<file path="src/rtl/sync_fifo_pkg.sv">
// Shared constants and elaboration-time helpers for sync_fifo.
package sync_fifo_pkg;

  localparam string RAM_BLOCK       = "block";
  localparam string RAM_DISTRIBUTED = "distributed";
  localparam string RAM_REGISTER    = "register";
  localparam string RAM_ULTRA       = "ultra";

  function automatic int count_w(input int addr_w);
    return addr_w + 1;
  endfunction

  // DEPTH must be exactly 2**ADDR_WIDTH so the pointers wrap without extra logic.
  function automatic bit params_ok(input int depth, input int addr_w,
                                   input int afull, input int aempty);
    return (depth == (1 << addr_w)) &&
           (afull >= 1) && (afull <= depth) &&
           (aempty >= 0) && (aempty <= depth - 1);
  endfunction

endpackage

</file>
<file path="src/rtl/sync_fifo_if.sv">
// Producer/consumer bus of sync_fifo. SYNC_FIFO_ERR_FLAGS_EN adds the sticky error flags.
interface sync_fifo_if
  import sync_fifo_pkg::*;
#(
  parameter int DATA_WIDTH = 32,
  parameter int ADDR_WIDTH = 4
);
  logic                             wr_en;
  logic [DATA_WIDTH-1:0]            wr_data;
  logic                             full_out;
  logic                             almost_full_out;
  logic                             rd_en;
  logic [DATA_WIDTH-1:0]            rd_data;
  logic                             empty_out;
  logic                             almost_empty_out;
  logic [count_w(ADDR_WIDTH)-1:0]   count_out;
`ifdef SYNC_FIFO_ERR_FLAGS_EN
  logic                             overflow_out;
  logic                             underflow_out;
`endif

  modport master (
    output wr_en, wr_data, rd_en,
    input  full_out, almost_full_out, rd_data, empty_out, almost_empty_out, count_out
`ifdef SYNC_FIFO_ERR_FLAGS_EN
    , input overflow_out, underflow_out
`endif
  );

  modport slave (
    input  wr_en, wr_data, rd_en,
    output full_out, almost_full_out, rd_data, empty_out, almost_empty_out, count_out
`ifdef SYNC_FIFO_ERR_FLAGS_EN
    , output overflow_out, underflow_out
`endif
  );

endinterface

</file>
<file path="src/rtl/sync_fifo_ram.sv">
// Simple dual-port storage with registered read and an optional second output stage.
module sync_fifo_ram #(
  parameter int    DATA_WIDTH = 32,
  parameter int    ADDR_WIDTH = 4,
  parameter int    OUTPUT_REG = 1,
  parameter string RAM_TYPE   = "block"
) (
  input  logic                  clk,
  input  logic                  rst,
  input  logic                  we_i,
  input  logic [ADDR_WIDTH-1:0] waddr_i,
  input  logic [DATA_WIDTH-1:0] wdata_i,
  input  logic                  re_i,
  input  logic [ADDR_WIDTH-1:0] raddr_i,
  output logic [DATA_WIDTH-1:0] rdata_o
);

  localparam int DEPTH = 1 << ADDR_WIDTH;

  (* ram_style = RAM_TYPE *) logic [DATA_WIDTH-1:0] mem_q [DEPTH];
  logic [DATA_WIDTH-1:0] rdata_p0;

  always_ff @(posedge clk) begin
    if (we_i) mem_q[waddr_i] <= wdata_i;
  end

  // Stage 0: memory read register; cleared on reset so rd_data starts at zero.
  always_ff @(posedge clk) begin
    if (rst)       rdata_p0 <= '0;
    else if (re_i) rdata_p0 <= mem_q[raddr_i];
  end

  generate
    if (OUTPUT_REG != 0) begin : g_oreg
      logic                  vld_p0;
      logic [DATA_WIDTH-1:0] rdata_p1;
      // Stage 1: loads only behind a real read so the output holds between reads.
      always_ff @(posedge clk) begin
        if (rst) begin
          vld_p0   <= 1'b0;
          rdata_p1 <= '0;
        end else begin
          vld_p0 <= re_i;
          if (vld_p0) rdata_p1 <= rdata_p0;
        end
      end
      assign rdata_o = rdata_p1;
    end else begin : g_noreg
      assign rdata_o = rdata_p0;
    end
  endgenerate

endmodule

</file>
<file path="src/rtl/sync_fifo.sv">
// Single-clock FIFO with exact count, almost flags and optional FWFT head register.
// Optional sticky overflow/underflow flags are built when SYNC_FIFO_ERR_FLAGS_EN is defined.
module sync_fifo
  import sync_fifo_pkg::*;
#(
  parameter int    DEPTH         = 16,
  parameter int    DATA_WIDTH    = 32,
  parameter int    ADDR_WIDTH    = 4,
  parameter int    OUTPUT_REG    = 1,
  parameter string RAM_TYPE      = RAM_BLOCK,
  parameter int    FWFT          = 0,
  parameter int    AFULL_THRESH  = DEPTH - 2,
  parameter int    AEMPTY_THRESH = 2
) (
  input  logic       clk,
  input  logic       rst_glb,
  sync_fifo_if.slave bus
);

  localparam int CW = count_w(ADDR_WIDTH);
  localparam logic [CW-1:0] DEPTH_C  = CW'(DEPTH);
  localparam logic [CW-1:0] AFULL_C  = CW'(AFULL_THRESH);
  localparam logic [CW-1:0] AEMPTY_C = CW'(AEMPTY_THRESH);

  generate
    if (!params_ok(DEPTH, ADDR_WIDTH, AFULL_THRESH, AEMPTY_THRESH)) begin : g_bad_params
      $error("sync_fifo: DEPTH must be 2**ADDR_WIDTH and thresholds within range");
    end
    if ((FWFT != 0) && (OUTPUT_REG != 0)) begin : g_bad_oreg
      $error("sync_fifo: OUTPUT_REG must be 0 when FWFT is enabled");
    end
  endgenerate

  logic [CW-1:0] wr_ptr_q, wr_ptr_d;
  logic [CW-1:0] rd_ptr_q, rd_ptr_d;
  logic [CW-1:0] count_q, count_d;
  logic          empty_q, empty_d;
  logic          full_q, afull_q, aempty_q;
  logic          wr_acc, rd_acc, mem_re;
  logic [DATA_WIDTH-1:0] ram_rdata;

  assign wr_acc   = bus.wr_en && !full_q  && !rst_glb;
  assign rd_acc   = bus.rd_en && !empty_q && !rst_glb;
  assign wr_ptr_d = wr_ptr_q + CW'(wr_acc);
  assign rd_ptr_d = rd_ptr_q + CW'(mem_re);

  generate
    if (FWFT != 0) begin : g_fwft
      logic pf_vld_d;
      // The RAM read register doubles as the head register; refill whenever it is
      // free or being popped and memory still holds a word.
      assign mem_re   = (empty_q || rd_acc) && (wr_ptr_q != rd_ptr_q) && !rst_glb;
      assign pf_vld_d = mem_re || (!empty_q && !rd_acc);
      assign empty_d  = !pf_vld_d;
      assign count_d  = (wr_ptr_d - rd_ptr_d) + CW'(pf_vld_d);
    end else begin : g_std
      assign mem_re  = rd_acc;
      assign count_d = wr_ptr_d - rd_ptr_d;
      assign empty_d = (count_d == '0);
    end
  endgenerate

  always_ff @(posedge clk) begin
    if (rst_glb) begin
      wr_ptr_q <= '0;
      rd_ptr_q <= '0;
      count_q  <= '0;
      empty_q  <= 1'b1;
      full_q   <= 1'b0;
      afull_q  <= 1'b0;
      aempty_q <= 1'b1;
    end else begin
      wr_ptr_q <= wr_ptr_d;
      rd_ptr_q <= rd_ptr_d;
      count_q  <= count_d;
      empty_q  <= empty_d;
      full_q   <= (count_d == DEPTH_C);
      afull_q  <= (count_d >= AFULL_C);
      aempty_q <= (count_d <= AEMPTY_C);
    end
  end

  sync_fifo_ram #(
    .DATA_WIDTH (DATA_WIDTH),
    .ADDR_WIDTH (ADDR_WIDTH),
    .OUTPUT_REG (OUTPUT_REG),
    .RAM_TYPE   (RAM_TYPE)
  ) u_ram (
    .clk     (clk),
    .rst     (rst_glb),
    .we_i    (wr_acc),
    .waddr_i (wr_ptr_q[ADDR_WIDTH-1:0]),
    .wdata_i (bus.wr_data),
    .re_i    (mem_re),
    .raddr_i (rd_ptr_q[ADDR_WIDTH-1:0]),
    .rdata_o (ram_rdata)
  );

  assign bus.rd_data          = ram_rdata;
  assign bus.count_out        = count_q;
  assign bus.empty_out        = empty_q;
  assign bus.full_out         = full_q;
  assign bus.almost_full_out  = afull_q;
  assign bus.almost_empty_out = aempty_q;

`ifdef SYNC_FIFO_ERR_FLAGS_EN
  logic ovf_q, udf_q;

  always_ff @(posedge clk) begin
    if (rst_glb) begin
      ovf_q <= 1'b0;
      udf_q <= 1'b0;
    end else begin
      if (bus.wr_en && full_q)  ovf_q <= 1'b1;
      if (bus.rd_en && empty_q) udf_q <= 1'b1;
    end
  end

  assign bus.overflow_out  = ovf_q;
  assign bus.underflow_out = udf_q;
`endif

endmodule

</file>
<file path="src/flat_wrapper.sv">
// flat-port wrapper written by rule: the top's interface ports become plain ports
module sync_fifo_flat import sync_fifo_pkg::*;
#(
  parameter int    DEPTH         = 16,
  parameter int    DATA_WIDTH    = 32,
  parameter int    ADDR_WIDTH    = 4,
  parameter int    OUTPUT_REG    = 1,
  parameter string RAM_TYPE      = RAM_BLOCK,
  parameter int    FWFT          = 0,
  parameter int    AFULL_THRESH  = DEPTH - 2,
  parameter int    AEMPTY_THRESH = 2
)
  (clk, rst_glb, bus_wr_en, bus_wr_data, bus_rd_en, bus_full_out, bus_almost_full_out, bus_rd_data, bus_empty_out, bus_almost_empty_out, bus_count_out);
  sync_fifo_if #(.DATA_WIDTH(DATA_WIDTH), .ADDR_WIDTH(ADDR_WIDTH)) bus_i ();
  input  logic clk;
  input  logic rst_glb;
  input wire logic [$bits(bus_i.wr_en)-1:0] bus_wr_en;
  input wire logic [$bits(bus_i.wr_data)-1:0] bus_wr_data;
  input wire logic [$bits(bus_i.rd_en)-1:0] bus_rd_en;
  output wire logic [$bits(bus_i.full_out)-1:0] bus_full_out;
  output wire logic [$bits(bus_i.almost_full_out)-1:0] bus_almost_full_out;
  output wire logic [$bits(bus_i.rd_data)-1:0] bus_rd_data;
  output wire logic [$bits(bus_i.empty_out)-1:0] bus_empty_out;
  output wire logic [$bits(bus_i.almost_empty_out)-1:0] bus_almost_empty_out;
  output wire logic [$bits(bus_i.count_out)-1:0] bus_count_out;
  assign bus_i.wr_en = bus_wr_en;
  assign bus_i.wr_data = bus_wr_data;
  assign bus_i.rd_en = bus_rd_en;
  assign bus_full_out = bus_i.full_out;
  assign bus_almost_full_out = bus_i.almost_full_out;
  assign bus_rd_data = bus_i.rd_data;
  assign bus_empty_out = bus_i.empty_out;
  assign bus_almost_empty_out = bus_i.almost_empty_out;
  assign bus_count_out = bus_i.count_out;
  sync_fifo #(.DEPTH(DEPTH), .DATA_WIDTH(DATA_WIDTH), .ADDR_WIDTH(ADDR_WIDTH), .OUTPUT_REG(OUTPUT_REG), .RAM_TYPE(RAM_TYPE), .FWFT(FWFT), .AFULL_THRESH(AFULL_THRESH), .AEMPTY_THRESH(AEMPTY_THRESH)) u_core (.clk(clk), .rst_glb(rst_glb), .bus(bus_i));
endmodule
</file>
<file path="config.mk">
export PLATFORM = sky130hd
export DESIGN_NAME = sync_fifo_flat
export DESIGN_NICKNAME = d
export VERILOG_FILES = /design/src/rtl/sync_fifo_pkg.sv /design/src/rtl/sync_fifo_if.sv /design/src/rtl/sync_fifo_ram.sv /design/src/rtl/sync_fifo.sv /design/src/flat_wrapper.sv
export SDC_FILE = /design/constraint.sdc
export NUM_CORES = 1
export LEC_CHECK = 0
export CAP_MARGIN = 5
export CORE_UTILIZATION = 32
export DETAILED_ROUTE_END_ITERATION = 8
export PLACE_DENSITY = 0.5
export SYNTH_ARGS = -nofsm -noshare
export SYNTH_HDL_FRONTEND = slang
export SYNTH_SLANG_ARGS = --single-unit
</file>
<file path="constraint.sdc">
create_clock -name clk -period 9.7 [get_ports clk]
set_input_delay 1.455 -clock clk [delete_from_list [all_inputs] [get_ports clk]]
set_output_delay 1.455 -clock clk [all_outputs]
set_load 0.1 [all_outputs]
</file>
# --- Yosys cells after proc, flatten, opt, wreduce, memory -nomap -nowiden ---
# Memory sizes are Yosys's and may differ from the RTL's. A register that Yosys moved wholly into a read port is not among the register bits.
# Index checks and enable logic that the tools add are counted.
word_totals:
  memories: 1
  register_bits: 52
  latchBits: 0
  ram_bits: 512
  wordCells: 26
  out_inout_bits: 41
  mem_bits_ro: 0
mem_list:
  columns: ["memory", "words", "word_bits", "read_ports", "rd_clocked_by_memory_dff", "wr", "line_no", "source"]
  rows:
  - ["u_core.u_ram.mem_q", 16, 32, 1, 1, 1, "sync_fifo_ram.sv:20", "(* ram_style = RAM_TYPE *) logic [DATA_WIDTH-1:0] mem_q [DEPTH];"]
op_classes:
  n_addsub: 3
  n_bitwise: 0
  n_eq_ne: 1
  reduce_logical: 8
  n_mux: 2
  magnitude_cmp: 2
  mul: 0
  n_div: 0
  shift: 0
ops:
  columns: ["operator", "n"]
  rows:
  - ["5-bit by 1-bit adder with 5-bit output", 2]
  - ["5-bit == test (second input constant)", 1]
  - ["5-bit by 4-bit greater-or-equal comparator with 1-bit output (second input constant)", 1]
  - ["5-bit by 2-bit <= comparator with 1-bit output (second input constant)", 1]
  - ["5-bit zero test", 1]
  - ["5-bit subtractor", 1]
  - ["1-bit logical AND", 4]
  - ["1-bit zero test", 3]
  - ["1-bit two-way mux", 2]

# --- Logic depth before layout (Yosys ltp) ---
# Gate-level depths: netlist of the first run.
logic_depth:
  word_depth: 6
  depth_mapped: 12
  mapped_depth_nobuf: 10

# --- Hierarchy ---
# From an unflattened synthesis of the first run, not the netlist that was laid out.
hier_totals:
  hier_cells: 1412
  hier_area_um2: 22917.0
by_module_without_submodules:
  columns: ["mod", "area_per_inst_um2", "cells_each", "instances", "seq_area_each_um2"]
  rows:
  - ["sync_fifo_ram", 22024.9, 1322, 1, 16676.0]
  - ["sync_fifo", 892.1, 90, 1, 380.4]

# --- Worst setup path after synthesis of the first run ---
# Ideal clock, no wire load.
synth_path:
  path_type: "input to register"
  startpoint: "input rst_glb"
  endpoint: "memory u_core.u_ram.mem_q[0][0], enable pin"
  path_slack_ns: 4.672
  t_required_ns: 9.239
  arrival_ns: 4.567
  cell_stages: 3
  setup_ns: 0.461
  cell_sequence: "nor3b_1 -> or3b_2 -> nor3_1"
synth_between:
  elab_chain_cells: 4
synth_lines:
  columns: ["element", "line_no", "source"]
  rows:
  - ["start, declared", "flat_wrapper.sv:16", "input logic rst_glb;"]
  - ["1-bit zero test", "sync_fifo.sv:42", "assign wr_acc = bus.wr_en && !full_q && !rst_glb;"]
  - ["1-bit logical AND", "sync_fifo.sv:42", null]
  - ["1-bit two-way mux", "sync_fifo_ram.sv:24", "if (we_i) mem_q[waddr_i] <= wdata_i;"]
  - ["1-bit two-way mux (implied by the code)", "sync_fifo_ram.sv:24", null]
  - ["end, declared", "sync_fifo_ram.sv:20", null]
# No other way between the ends.

# --- Worst setup path after layout of the first run ---
layout_path:
  startpoint: "input rst_glb"
  endpoint: "register u_core.empty_q (netlist: u_core.bus.empty_out)"
layout_between:
  elab_chain_cells: 5
  elab_cells_between_ends: 7
  cone_classes: "add/sub (3); reduce/logical (4)"
layout_lines:
  columns: ["element", "line_no", "source"]
  rows:
  - ["1-bit zero test", "sync_fifo.sv:43", "assign rd_acc = bus.rd_en && !empty_q && !rst_glb;"]
  - ["1-bit logical AND", "sync_fifo.sv:43", null]
  - ["named net u_core.mem_re", "sync_fifo.sv:39", "logic wr_acc, rd_acc, mem_re;"]
  - ["5-bit by 1-bit adder with 5-bit output", "sync_fifo.sv:45", "assign rd_ptr_d = rd_ptr_q + CW'(mem_re);"]
  - ["named net u_core.rd_ptr_d[1]", "sync_fifo.sv:35", "logic [CW-1:0] rd_ptr_q, rd_ptr_d;"]
  - ["5-bit subtractor", "sync_fifo.sv:58", "assign count_d = wr_ptr_d - rd_ptr_d;"]
  - ["5-bit zero test", "sync_fifo.sv:59", "assign empty_d = (count_d == '0);"]
  - ["end signal, assigned", "sync_fifo.sv:76", "empty_q <= empty_d;"]
  - ["end, declared", "sync_fifo.sv:37", "logic empty_q, empty_d;"]
# The timed path passes the listed nets, and every way through them passes these cells.
# A chain may end at the register's enable or synchronous reset.

==> results of run 1 <==
## critical path, cell delays in order
cell	delay, ps
buf_4	670
or3b_4	840
inv_1	100
ha_1	250
ha_1	340
xnor2_1	150
ha_1	220
nor2_1	370
o211ai_4	160
xnor2_4	190
a41o_1	240
## flip-flops by register name, summed over array words and instances, names as in the netlist
name / count
u_core.wr_ptr_q: 5
u_core.bus.almost_empty_out: 1
u_core.bus.count_out: 5
u_core.bus.almost_full_out: 1
u_core.u_ram.rdata_o: 32
u_core.bus.full_out: 1
u_core.bus.empty_out: 1
u_core.rd_ptr_q: 5
u_core.u_ram.mem_q: 512
u_core.u_ram.rdata_p0: 32
u_core.u_ram.g_oreg.vld_p0: 1
## cell families after synthesis
logic type,count (synthesis),synth area share [%]
muxes,160,14.2
buffers and inverters,70,1.54
AOI/OAI and AO/OA,108,4.36
and+or+nand+nor,123,2.95
adders and majority gates,8,0.445
DFF,596,75.8
xor gates and xnor gates,12,0.651
## final cells by class
| type | count | share of cell area, % |
|---|---|---|
| Clock buffer | 95 | 6.78 |
| Clock inverter | 20 | 0.531 |
| Inverter | 6 | 0.0854 |
| Multi-Input combinational cell | 411 | 19.8 |
| Sequential cell | 596 | 64.7 |
| Tap cell | 931 | 4.42 |
| Timing Repair Buffer | 102 | 3.66 |
## routing by layer
layer  up-vias  track usage (%)  wire [µm]
li1       4669                -          -
met4         0             3.99        934
met5         -                0          0
met3        66             2.09       2140
met2       229             23.0      23700
met1      5581             19.7      23200
## worst max-delay path by stage
stage	from	end	cells past startpoint
after floorplan	rst_glb	u_core.u_ram.mem_q[0][0]$_DFFE_PP_	3
after global placement	rst_glb	u_core.bus.empty_out$_SDFF_PP1_	11
after detailed placement	rst_glb	u_core.bus.empty_out$_SDFF_PP1_	11
after CTS	rst_glb	u_core.bus.empty_out$_SDFF_PP1_	11
after global routing	rst_glb	u_core.bus.full_out$_SDFF_PP0_	11
final	rst_glb	u_core.bus.empty_out$_SDFF_PP1_	11
## cells in the final DEF (no fill, tap or decap), drive strengths merged, types with 2 or more instances in the layout
cell type | netlist | final
edfxtp | 512 | 512
mux4 | 128 | 128
clkbuf | 36 | 95
dfxtp | 84 | 84
clkdlybuf4s50 | 0 | 75
nor2 | 55 | 55
nand3b | 34 | 34
o21ai | 33 | 33
mux2i | 32 | 32
a22o | 32 | 32
a221oi | 32 | 32
buf | 28 | 27
clkinv | 0 | 14
ha | 8 | 8
nor2b | 8 | 8
inv | 6 | 7
xnor2 | 7 | 7
nor3 | 6 | 6
nand3 | 5 | 5
nand2 | 5 | 5
xor2 | 5 | 5
clkinvlp | 0 | 4
nand2b | 3 | 3
or3b | 2 | 2
o211ai | 2 | 2
## power by group through the flow
stage                     clock [W]  sequential (W)  combinational [W]
after floorplan                   0         0.00296           0.000215
after global placement            0         0.00290           0.000375
after detailed placement          0         0.00291           0.000379
after CTS                   0.00231         0.00285           0.000380
after global routing        0.00241         0.00285           0.000401
final                       0.00225         0.00285           0.000372
## metrics by stage
step	utilization [%]	total power [W]	cell area [µm²]	cells	setup WS, ps
final	38.2	0.00547	26400	2161	5180
after global routing	38.2	0.00566	26400	2161	4800
after CTS	38.2	0.00555	26400	2161	5130
after detailed placement	35.4	0.00328	24400	2046	4460
after global placement	35.4	0.00328	24400	2046	4510
after floorplan	-	0.00317	22500	1077	4670
==> results.yml, run 1 <==
synth:
  synth_fp_nets: 1121
  seq_area_frac_synth_pct: 75.8
  syn_area_per_cell_um2: 20.9
  synth_edf_count: 512
  yosysWarnings: 0
  ys_top_cells_by_area: "edfxtp_1, mux4_2, dfxtp_1"
  syn_area_mm2: 0.0225
  synth.distinct_cells: 45
  synth-main-ff-cell: "edfxtp_1"
  ys_ff_latch: 596
  synth.top_cell.area_share_pct: 68.3
  async_flop_share_pct: 0
  yosysMostFrequentCell: "edfxtp_1"
  yosysTopAreaCell: "edfxtp_1"
  postSynthCellCount: 1077
  synthTopCellsByCount: "edfxtp_1, mux4_2, dfxtp_1"
drt:
  drt_pre_antenna_iters: 5
  drt_iter0_markers: 850
  viasPerCell: 4.88
  vias: 10500
  avgRoutedWirePerCell_um: 23.1
  drcViolationCount: 0
  wirelength_mm: 50.0
  ant_nets: 0
power_and_ir_drop:
  power.density_mw_per_mm2: 207
  ir_drop_mv: 0.136
  switchingPower_w: 0.00121
  leakage_nw: 8.02
  seq_power_share_pct: 52.1
  switching_share_pct: 22.1
  clkPwrFrac_pct: 41.1
  combPwrFrac_pct: 6.8
  p_int_w: 0.00426
clock_network:
  htree_levels: 2
  cts_buffer_depth: 3
  numClockSinks: 596
  cts_hold_buf: 0
  clk_latency_ps: 620
  cts_inserted_buffers: 61
  clkTransAtPathRegs_ps: 60
  cts_tree: "built"
  cts_setup_buffers: 0
  cts_resized: 0
  cts_root_buf: "clkbuf_16"
final_layout:
  multiInputGateArea_mm2: 0.00523
  diodes: 0
  seq_area_mm2: 0.0171
  filler_cell_count: 6214
  finalNetCount: 1222
  drive_gt1_share_pct: 24.2
  areaGrowthSynthToFinish_pct: 17.2
global_routing:
  antenna_found_initial: 0
  overflow: 0
  grtUsageTotal_pct: 14.2
  grt_pass1_vias: 11000
  grt_pass1_wl_mm: 74.0
  grt_max_degree: 102
sta:
  fin_worst_skew_ps: 13.8
  worst_pin_slew_ps: 1060
  period_minus_slack_ps: 4520
  max-slew-margin-rel_pct: 29.1
  setup_tns_ps: 0
  setup_viol: 0
  fin_crit_sh_pct: 46.6
  whs_ps: 486
  max_freq_mhz: 221
  slew_viol_final: 0
  hold_viol: 0
  rsz0062_at_grt: "false"
hold_path:
  hold_path_end: "u_core.u_ram.rdata_p0[4]$_SDFFE_PP0P_"
  hp-start: "u_core.u_ram.rdata_p0[4]$_SDFFE_PP0P_"
  hold_class: "flop to flop"
  hold_path_depth: 2
setup_path:
  crit_type: "input pin to flop"
  ff2ff_setup_slack_ps: 6080
  critPathRequiredTime_ps: 10200
  start_kind: "input pin"
  crit_path_end_kind: "flop"
  regToRegEndpoint: "u_core.u_ram.rdata_p0[19]$_SDFFE_PP0P_"
  worstPathMaxFanout: 85
  rr_startpoint: "u_core.rd_ptr_q[1]$_SDFF_PP0_"
  crit_arrival_ps: 5020
  r2r_cells: 6
run_status:
  status: "finished, final reports clean"
floorplan:
  die-area_mm2: 0.0714
  die-width_um: 267
  die_h_um: 267
  core-area_mm2: 0.0691
  start_util_pct: 32.6
  ioPinCount: 77
  placementRows: 96
place:
  hpwlAfterDp_mm: 26.7
  place_congestion: 0.702
  port_buffers: 76
run:
  cap_violations: 0
Note: power is estimated with default switching activity, not from simulation.
==> inputs of run 2 (changes only) <==
==> constraint.sdc (replaced) <==
create_clock -name clk -period 4.3 [get_ports clk]
set_input_delay 0.645 -clock clk [delete_from_list [all_inputs] [get_ports clk]]
set_output_delay 0.645 -clock clk [all_outputs]
set_load 0.1 [all_outputs]
==> run 2 against run 1 <==
Compared with the run above:
- utilization grew 0.26 points
- design area increased by 0.67%
- combinational power grew 130%
- global-route usage grew 0.34 points
- routed wire length up 0.60%
- count of clock-buffer cells in the layout down 17
- final cell count is 0.42% higher
- die area is the same
- clock skew up 11 ps
- largest power group unchanged
==> results.yml, run 2 (same netlist as run 1, synthesis figures left out) <==
drt:
  wirelength_mm: 50.3
  avgRoutedWirePerCell_um: 23.2
  viasPerCell: 4.85
  drcViolationCount: 0
  drt_pre_antenna_iters: 5
  drt_iter0_markers: 844
  ant_nets: 0
  vias: 10500
clock_network:
  cts_inserted_buffers: 60
  cts_resized: 0
  clkTransAtPathRegs_ps: 60
  cts_hold_buf: 0
  clk_latency_ps: 630
  cts_buffer_depth: 3
  numClockSinks: 596
  cts_setup_buffers: 0
  cts_tree: "built"
  cts_root_buf: "clkbuf_16"
  htree_levels: 2
sta:
  setup_viol: 0
  hold_viol: 0
  setup_tns_ps: 0
  rsz0062_at_grt: "false"
  fin_worst_skew_ps: 24.5
  max-slew-margin-rel_pct: 31.1
  period_minus_slack_ps: 2870
  slew_viol_final: 0
  max_freq_mhz: 348
  fin_crit_sh_pct: 66.8
  worst_pin_slew_ps: 1030
floorplan:
  core-area_mm2: 0.0691
  die-area_mm2: 0.0714
  start_util_pct: 32.6
  die-width_um: 267
  placementRows: 96
  ioPinCount: 77
  die_h_um: 267
final_layout:
  largest_reg_flops: 512
  diodes: 0
  regMostFlops: "u_core.u_ram.mem_q"
  finalNetCount: 1233
  drive_gt1_share_pct: 24.8
  mostFrequentLayoutCell: "edfxtp_1"
  finalNonFillerCells: 2170
  areaGrowthSynthToFinish_pct: 18.0
  mostFrequentLayoutCells: "edfxtp_1, mux4_2, dfxtp_1"
setup_path:
  ff2ff_setup_slack_ps: 1570
  start_kind: "input pin"
  regToRegEndpoint: "u_core.bus.empty_out$_SDFF_PP1_"
  cp-startpoint: "bus_rd_en"
  r2r_cells: 8
  crit_end: "u_core.bus.empty_out$_SDFF_PP1_"
  cp_slowest_cell: "clkdlybuf4s50_1"
  worstPathMaxFanout: 5
  rr_startpoint: "u_core.rd_ptr_q[0]$_SDFF_PP0_"
  critPathRequiredTime_ps: 4800
  cp_cell_sequence: "clkdlybuf4s50_1 > or3b_4 > inv_1 > ha_1 > ha_1 > xnor2_1 > ha_1 > nor2_1 > o211ai_4 > xnor2_4 > a41o_1"
  crit_arrival_ps: 3370
  slowest_delay_ps: 460
  crit_path_end_kind: "flop"
  crit_type: "input pin to flop"
  cpMostUsedCell: "ha_1"
power_and_ir_drop:
  power.density_mw_per_mm2: 465
  leakage_nw: 8.11
  ir_drop_mv: 0.314
place:
  place_inst: 2058
  place_congestion: 0.752
  hpwlAfterDp_mm: 29.3
  port_buffers: 76
hold_path:
  hold_class: "flop to flop"
global_routing:
  gr-usage-met2_pct: 23.1
  grtUsageTotal_pct: 14.5
  grt_busiest_layer: "met2"
  grt_max_degree: 84
  antenna_found_initial: 0
  use_met3_pct: 2.60
  grt_pass1_vias: 11200
  grt_pass1_wl_mm: 75.4
  gr-usage-met1_pct: 20.6
  overflow: 0
run:
  cap_violations: 0
run_status:
  status: "finished, final reports clean"
-- run 2: changes by cell type in the layout (fill, tap and decap cells not counted), sizes merged --
cell | before | now
clkinvlp | 4 | 0
bufinv | 1 | 4
buf | 27 | 39
clkbuf | 95 | 78
inv | 7 | 6
clkinv | 14 | 30
-- run 2: worst max-delay path: cells and delay by family --
family	cells	cell delay [ps]
buf+inv	2	550
compound gates	2	400
xor+xnor	2	340
simple gates	2	750
fa+ha+maj	3	690
-- run 2: layer usage --
metal / share of wire (%) / vias to the layer above
met5: 0 / -
met4: 1.7 / 0
met3: 4.4 / 73
met2: 47 / 203
met1: 47 / 5562
li1: - / 4686
-- run 2: how the worst min path moves through the flow --
stage | start | endpoint | slack (ps) | depth (start not counted)
global route | u_core.u_ram.rdata_p0[30]$_SDFFE_PP0P_ | u_core.u_ram.rdata_p0[30]$_SDFFE_PP0P_ | 510 | 2
global placement | u_core.u_ram.rdata_p0[4]$_SDFFE_PP0P_ | u_core.u_ram.rdata_p0[4]$_SDFFE_PP0P_ | 470 | 2
finish | u_core.u_ram.rdata_p0[0]$_SDFFE_PP0P_ | u_core.u_ram.rdata_o[0]$_SDFFE_PP0P_ | 490 | 2
detailed placement | u_core.u_ram.rdata_p0[4]$_SDFFE_PP0P_ | u_core.u_ram.rdata_p0[4]$_SDFFE_PP0P_ | 470 | 2
floorplan | u_core.u_ram.rdata_p0[10]$_SDFFE_PP0P_ | u_core.u_ram.rdata_p0[10]$_SDFFE_PP0P_ | 460 | 2
CTS | u_core.u_ram.rdata_p0[4]$_SDFFE_PP0P_ | u_core.u_ram.rdata_p0[4]$_SDFFE_PP0P_ | 480 | 2
-- run 2: area by class of cell --
cell class                      instances  area [µm²]
Sequential cell                       596       17100
Multi-Input combinational cell        411        5230
Timing Repair Buffer                  114        1140
Clock buffer                           78        1630
Inverter                                6        22.5
Fill cell                            6240       42500
Tap cell                              931        1160
Clock inverter                         34         289
-- run 2: metrics by stage --
step	cell area (µm²)	hold slack, ps	power, W	util [%]	setup WS, ps
final	26500	486	0.0124	38.4	1430
after floorplan	22500	456	0.00715	-	261
after detailed placement	24600	473	0.00745	35.7	832
after global routing	26500	507	0.0128	38.4	1310
after global placement	24600	473	0.00744	35.7	834
after CTS	26500	484	0.0125	38.4	1460
-- run 2: report_power, final --
part           internal [W]  switching, W
Combinational      0.000355      0.000518
Clock               0.00290       0.00215
Sequential          0.00637     0.0000613
Total               0.00962       0.00273
